`src/rtl/mode_counter.sv`:
```
// mode_counter: wrap/saturate/bounce up-down counter with runtime limit and load.
// Define COUNTER_PRESCALE_EN to advance only once every PRESCALE enabled cycles.
module mode_counter #(
    parameter int WIDTH    = 24,
    parameter int PRESCALE = 4
) (
    input  logic             clock,
    input  logic             reset,
    input  logic             enable,
    input  logic             updown,
    input  logic [1:0]       mode,
    input  logic [WIDTH-1:0] limit,
    input  logic             load,
    input  logic [WIDTH-1:0] load_value,
    output logic [WIDTH-1:0] count,
    output logic             tc,
    output logic             dir
);
    if (PRESCALE < 1 || PRESCALE > 65535) begin : g_bad_prescale
        $error("mode_counter: PRESCALE must be in 1..65535");
    end

    logic [WIDTH-1:0] count_q, count_d;
    logic             tc_q, tc_d;
    logic             dir_q, dir_d;
    logic             advance;
    logic             wrap, bounce;

`ifdef COUNTER_PRESCALE_EN
    logic [15:0] presc_q, presc_d;
    logic        presc_hit;

    always_comb begin
        presc_hit = presc_q == 16'(PRESCALE - 1);
        presc_d   = load ? 16'd0 : enable ? (presc_hit ? 16'd0 : presc_q + 16'd1) : presc_q;
        advance   = enable && !load && presc_hit;
    end

    always_ff @(posedge clock) begin
        if (reset) presc_q <= '0;
        else       presc_q <= presc_d;
    end
`else
    assign advance = enable && !load;
`endif

    assign wrap   = mode == 2'b00;
    assign bounce = mode == 2'b10;

    // Out-of-range and limit=0 cases are resolved before the per-mode stepping.
    always_comb begin
        count_d = count_q;
        tc_d    = 1'b0;
        dir_d   = bounce ? dir_q : updown;
        if (load) begin
            count_d = (load_value > limit) ? limit : load_value;
            dir_d   = dir_q;
        end else if (advance) begin
            if (count_q > limit) begin
                count_d = limit;
                tc_d    = 1'b1;
            end else if (bounce) begin
                if (limit == '0) begin
                    tc_d  = 1'b1;
                    dir_d = !dir_q;
                end else if (dir_q && count_q == limit) begin
                    count_d = limit - WIDTH'(1);
                    dir_d   = 1'b0;
                    tc_d    = 1'b1;
                end else if (!dir_q && count_q == '0) begin
                    count_d = WIDTH'(1);
                    dir_d   = 1'b1;
                    tc_d    = 1'b1;
                end else begin
                    count_d = dir_q ? count_q + WIDTH'(1) : count_q - WIDTH'(1);
                end
            end else if (wrap) begin
                if (updown) begin
                    count_d = (count_q == limit) ? '0 : count_q + WIDTH'(1);
                    tc_d    = count_q == limit;
                end else begin
                    count_d = (count_q == '0) ? limit : count_q - WIDTH'(1);
                    tc_d    = count_q == '0;
                end
            end else if (updown) begin
                count_d = (count_q == limit) ? count_q : count_q + WIDTH'(1);
                tc_d    = count_q != limit && count_q + WIDTH'(1) == limit;
            end else begin
                count_d = (count_q == '0) ? count_q : count_q - WIDTH'(1);
                tc_d    = count_q == WIDTH'(1);
            end
        end
    end

    always_ff @(posedge clock) begin
        if (reset) begin
            count_q <= '0;
            tc_q    <= 1'b0;
            dir_q   <= 1'b1;
        end else begin
            count_q <= count_d;
            tc_q    <= tc_d;
            dir_q   <= dir_d;
        end
    end

    assign count = count_q;
    assign tc    = tc_q;
    assign dir   = dir_q;
endmodule

```
`config.mk`:
```
export PLATFORM = sky130hd
export DESIGN_NAME = mode_counter
export DESIGN_NICKNAME = d
export VERILOG_FILES = /design/src/rtl/mode_counter.sv
export SDC_FILE = /design/constraint.sdc
export NUM_CORES = 1
export LEC_CHECK = 0
export ABC_AREA = 1
export BUFFER_PORTS_ARGS = -buffer_cell sky130_fd_sc_hd__buf_2
export CAP_MARGIN = 15
export CORE_UTILIZATION = 37
export CTS_CLUSTER_DIAMETER = 80
export DETAILED_ROUTE_END_ITERATION = 6
export PLACE_DENSITY_LB_ADDON = 0.05
export REMOVE_ABC_BUFFERS = 1
export SETUP_SLACK_MARGIN = 0.4
export SLEW_MARGIN = 20
export SYNTH_ARGS = -nofsm -noshare
export SYNTH_HDL_FRONTEND = slang
export SYNTH_SLANG_ARGS = --single-unit
```
`constraint.sdc`:
```
create_clock -name clock -period 2.9 [get_ports clock]
set_clock_uncertainty 0.2 [all_clocks]
set_input_delay 0.145 -clock clock [delete_from_list [all_inputs] [get_ports clock]]
set_output_delay 0.145 -clock clock [all_outputs]
set_load 0.05 [all_outputs]
```
Word-level counts from Yosys, hierarchy flattened
Cells that the tools add are included.
{"block": "totals", "output_inout_bits": 26, "word_cells": 60, "regBits": 26, "inputBits": 55}
{"block": "op_classes", "add_sub_neg": 3, "order_cmp": 2, "bitwise_logic": 1, "n_mux": 31, "reduce_logical": 12, "eq_ne": 8}
{"cell": "24-bit 2-to-1 mux", "count": 16}
{"cell": "24-bit equality test", "count": 2}
{"cell": "24-bit > comparator", "count": 2}
{"cell": "24-bit logical NOT", "count": 2}
{"cell": "24-bit by 1-bit subtractor with 24-bit output, second input constant", "count": 2}
{"cell": "24-bit by 1-bit adder with 24-bit output, second input constant", "count": 1}
{"cell": "24-bit by 1-bit equality test with 1-bit output, second input constant", "count": 1}
{"cell": "24-bit != test", "count": 1}
{"cell": "1-bit 2-to-1 mux", "count": 15}
{"cell": "6-bit != test, second input constant", "count": 2}
{"cell": "1-bit logical AND", "count": 4}
{"cell": "4-bit != test, second input constant", "count": 1}
{"cell": "4-bit AND reduction", "count": 1}
{"cell": "3-bit OR reduction", "count": 1}
{"cell": "2-bit equality test, second input constant", "count": 1}
{"cell": "1-bit logical NOT", "count": 2}
{"cell": "2-bit logical NOT", "count": 1}
{"cell": "2-bit nonzero test", "count": 1}
{"cell": "1-bit inverter", "count": 1}

Depth between registers and ports, before layout
{"block": "depth", "word_depth": 9, "depth_mapped": 19, "depth_no_buf": 18}

Least setup slack after synthesis
Ideal clock, no wire load.
{"block": "synth_path", "path_kind": "flip-flop to flip-flop", "startpoint": "reg count_q[0], in the netlist count[0]", "endpoint": "reg count_q[3], in the netlist count[3]", "n_path_buf": 1, "period_less_slack_ns": 2.726, "setup_ns": 0.117, "slack_ns": 0.174, "required_ns": 2.583, "path_stages_with_launch": 15, "arrival_ns": 2.409, "path_cell_list": "dfxtp_1 -> inv_1 -> ha_1 -> nand2_1 -> nor2_1 -> nand2_2 -> nand2_2 -> nand3_1 -> nand2_1 -> nand2_1 -> nand2_2 -> nand2_2 -> buf_2 -> o21ai_1 -> nor2_1"}
{"block": "synth_between", "elab_chain_len": 9, "elab_cells_between_ends": 26, "classes_between": "add/sub: 2; order compare: 1; eq/ne: 4; mux: 15; reduce/logical: 4"}
{"item": "start, declared", "line_no": "23", "rtl": "logic [WIDTH-1:0] count_q, count_d;"}
{"item": "start signal, assigned", "line_no": "101", "rtl": "count_q <= count_d;"}
{"item": "24-bit by 1-bit subtractor with 24-bit output, or another cell as far along", "line_no": "75, 82, 89"}
{"item": "24-bit 2-to-1 mux / 1-bit logical AND (equally long branches)", "line_no": "75, 70"}
{"item": "24-bit 2-to-1 mux", "line_no": "70", "rtl": "end else if (!dir_q && count_q == '0) begin"}
{"item": "24-bit 2-to-1 mux", "line_no": "66", "rtl": "end else if (dir_q && count_q == limit) begin"}
{"item": "24-bit 2-to-1 mux", "line_no": "63", "rtl": "if (limit == '0) begin"}
{"item": "24-bit 2-to-1 mux", "line_no": "62", "rtl": "end else if (bounce) begin"}
{"item": "24-bit 2-to-1 mux", "line_no": "59", "rtl": "if (count_q > limit) begin"}
{"item": "24-bit 2-to-1 mux", "line_no": "58", "rtl": "end else if (advance) begin"}
{"item": "24-bit 2-to-1 mux", "line_no": "55", "rtl": "if (load) begin"}
Several ways; a longest one is shown, not always the timed one. The select of a mux whose other input is x is not followed.
A chain may end at the register's enable or synchronous reset.

Final worst setup path
{"block": "layout_path", "startpoint": "reg count_q[17], in the netlist count[17]", "endpoint": "reg count_q[18], in the netlist count[18]"}
The elaborated chain is that of the path after synthesis.

==> run_results.csv <==
group,metric,value,unit
run_status,status,"completed",
clocking,tritoncts,"yes",
worst_setup_path,crit_type,"flip-flop to flip-flop",
cells_and_area,mostFrequentLayoutCell,"nand2_1",
placement,dp.cells,1693,
job,drv_cap,0,
clocking,clk_pin_slew,0.11,ns
cells_and_area,fin_cells,1731,
synth,synth_top_family_by_area,"simple AND/OR/NAND/NOR gates",
synth,synth_xor_xnor_area_share,4.43,%
sta,setup_ws,0.325,ns
synth,yosys_warnings,0,
detailed_routing,routed.top_layer,"met4",
sta,hold_viol_final,0,
cells_and_area,n_fill_cell,1976,
sta,slew_violations,0,
detailed_routing,totalWireLength,38.3,mm
floorplan,io-pin-count,81,
detailed_routing,wl_met2,15.9,mm
sta,layout_worst_path_cycle_share,88.8,%
synth,synth_area,6840,µm²
cells_and_area,final_cell_area,9690,µm²
global_route,grt_use_total,39.3,%
detailed_routing,met3WireLength,4.37,mm
cells_and_area,layout-drive-gt1-share,30.4,%
cells_and_area,fin_nets,1610,
placement,gp_congestion,1.11,
worst_setup_path,crit_path_start_kind,"flip-flop",
detailed_routing,drc,0,
global_route,overflow,0,
sta,max_slew_margin,58.5,%
detailed_routing,drtAntennaViolNets,0,
synth,synthArstFlopShare,0,%
sta,tns,0,ns
floorplan,fp.coreArea,18000,µm²
detailed_routing,drt-met1-wl,16.8,mm
sta,period_needed,2.57,ns
clocking,clock-sinks,26,
clocking,htree_levels,1,
power_and_ir_drop,peakVddDrop,0.269,mV
floorplan,die_w,138,µm
placement,place_ws,0.0700,ns
detailed_routing,vias,9974,
worst_setup_path,rr_worst_depth,17,
worst_setup_path,worst-endpoint-arrival,2.56,ns
placement,dpl_cell_area,8300,µm²
power_and_ir_drop,p_leak,4.62,nW
sta,setup-violations-final,0,
hold_path,hp-class,"input pin to flip-flop",
global_route,grt_pass1_wl,53.7,mm
floorplan,start_util,37.9,%
synth,netlist_instances,1309,
synth,synthMuxAreaShare,0,%
synth,synth_adder_area_share,9.70,%
synth,syn_area_per_cell,5.22,µm²
synth,synth_cell_types,42,
clocking,root_buffer,"clkbuf_16",
sta,rsz0062_at_grt,"yes",
floorplan,die_h,138,µm
floorplan,die-area,19000,µm²
sta,tightest_slew,0.617,ns
placement,port_buffers,80,
synth,synth_compound_area_share,19.2,%
detailed_routing,wl_per_cell,22.2,µm
placement,dp_hpwl,29.7,mm
clocking,clk_latency,0.31,ns
synth,ys_seq_elements,26,
clocking,clock_path_buffers,2,
worst_setup_path,critical_path_required,2.88,ns
global_route,grt_pass1_vias,8639,
global_route,grt_max_degree,36,
worst_setup_path,path_max_fanout,4,
synth,synth-simple-area-share,48.7,%
detailed_routing,initialDrtViolationCount,1206,
cells_and_area,synthToLayoutAreaGrowth,41.7,%
power_and_ir_drop,pwr_density_cell,332,nW/µm²
detailed_routing,dr.pass1.iters,5,
sta,fmax,0.388,GHz
global_route,antenna_found_initial,1,
cells_and_area,mostFrequentLayoutCells,"nand2_1, nor2_1, buf_4",
hold_path,holdPathStages,3,
detailed_routing,viasPerCell,5.76,
synth,synth_edf_count,0,
synth,synth_seq_area_share,7.61,%
synth,synth-main-ff-cell,"dfxtp_1",
clocking,numCtsBuffers,3,
worst_setup_path,cp-end-kind,"flip-flop",
floorplan,rows,49,
power breakdown:
| group | internal, mW | switching [mW] |
|---|---|---|
| sequential | 0.407 | 0.0668 |
| combinational | 0.781 | 1.46 |
| clock | 0.279 | 0.219 |
| total | 1.47 | 1.75 |
worst paths after layout:
path,endpoint,slack (ns),from
hold / removal,tc,0.01,mode[0]
setup reg to reg,count[18],0.33,count[17]
setup / recovery,count[18],0.33,count[17]
hold reg to reg,count[10],0.38,count[10]
Yosys cell counts (7+ instances only):
cell	number	share of area, %
buf_2	12	0.88
dfxtp_1	26	7.6
nand4_1	21	1.9
xor2_1	30	3.8
nand3_1	106	7.8
nand3b_1	8	0.88
a21oi_1	64	4.7
nor2_1	209	11
inv_2	7	0.38
nand2_1	397	22
clkbuf_1	29	1.6
o21ai_2	10	1.3
nor3_1	8	0.59
o21ai_0	106	7.8
nand2_2	11	1.0
o211ai_1	20	2.2
nor2_2	14	1.3
ha_1	53	9.7
inv_1	112	6.1
o21ai_1	20	1.5
worst max-delay path, cell delays in order (launching register included):
cell	delay [ns]
dfxtp_2	0.35
ha_4	0.28
nand2_2	0.07
nor2_4	0.10
buf_6	0.13
nand2_4	0.07
nor2_4	0.10
nand2_2	0.08
buf_12	0.14
nor2_4	0.19
buf_4	0.15
buf_6	0.08
buf_4	0.11
nand3_2	0.09
nand3_1	0.10
nand3b_1	0.11
nand2_1	0.07
a21oi_1	0.06
kinds of logic (layout without fill, tap and decap cells):
family / count (synthesis) / in the layout
compound gates: 237 / 237
xor+xnor: 33 / 33
simple gates: 788 / 788
fa+ha+maj: 53 / 53
other cells: 0 / 1
buf+inv: 172 / 364
flops: 26 / 26
routing by layer:
layer / track usage, % / up-vias
li1: - / 4681
met2: 57.8 / 586
met4: 13.0 / 0
met1: 56.2 / 4622
met3: 8.04 / 85
met5: 0 / -
state kept, by name, summed over array words and instances, names as in the netlist:
signal,cells
dir,1
count,24
tc,1
metrics by stage:
step                      power (mW)  hold slack [ns]  util [%]
final                           3.21           0.0115      53.7
after global routing            3.38           0.0281      53.7
after CTS                       2.93          0.00845      48.9
after detailed placement        2.35            0.201      46.0
after global placement          2.35            0.202      46.0
after floorplan                 1.59           0.0566         -
layout make-up:
type	count	area, µm²	share of cell area (%)
Clock inverter	1	30.0	0.310
Tap cell	229	287	2.96
Clock buffer	3	75.1	0.775
Multi-Input combinational cell	1111	6380	65.9
Antenna cell	1	2.50	0.0258
Timing Repair Buffer	240	1870	19.3
Sequential cell	26	568	5.86
Inverter	120	470	4.86
repair_timing:
item	4_1_cts	5_1_grt
gates resized for setup	85	169
setup endpoints to repair	25	26
hold buffers	1	0
hold endpoints to repair	1	0
gates cloned	1	4
pin swaps	23	61
setup buffers	11	16
Power figures use the tool's default switching activity.
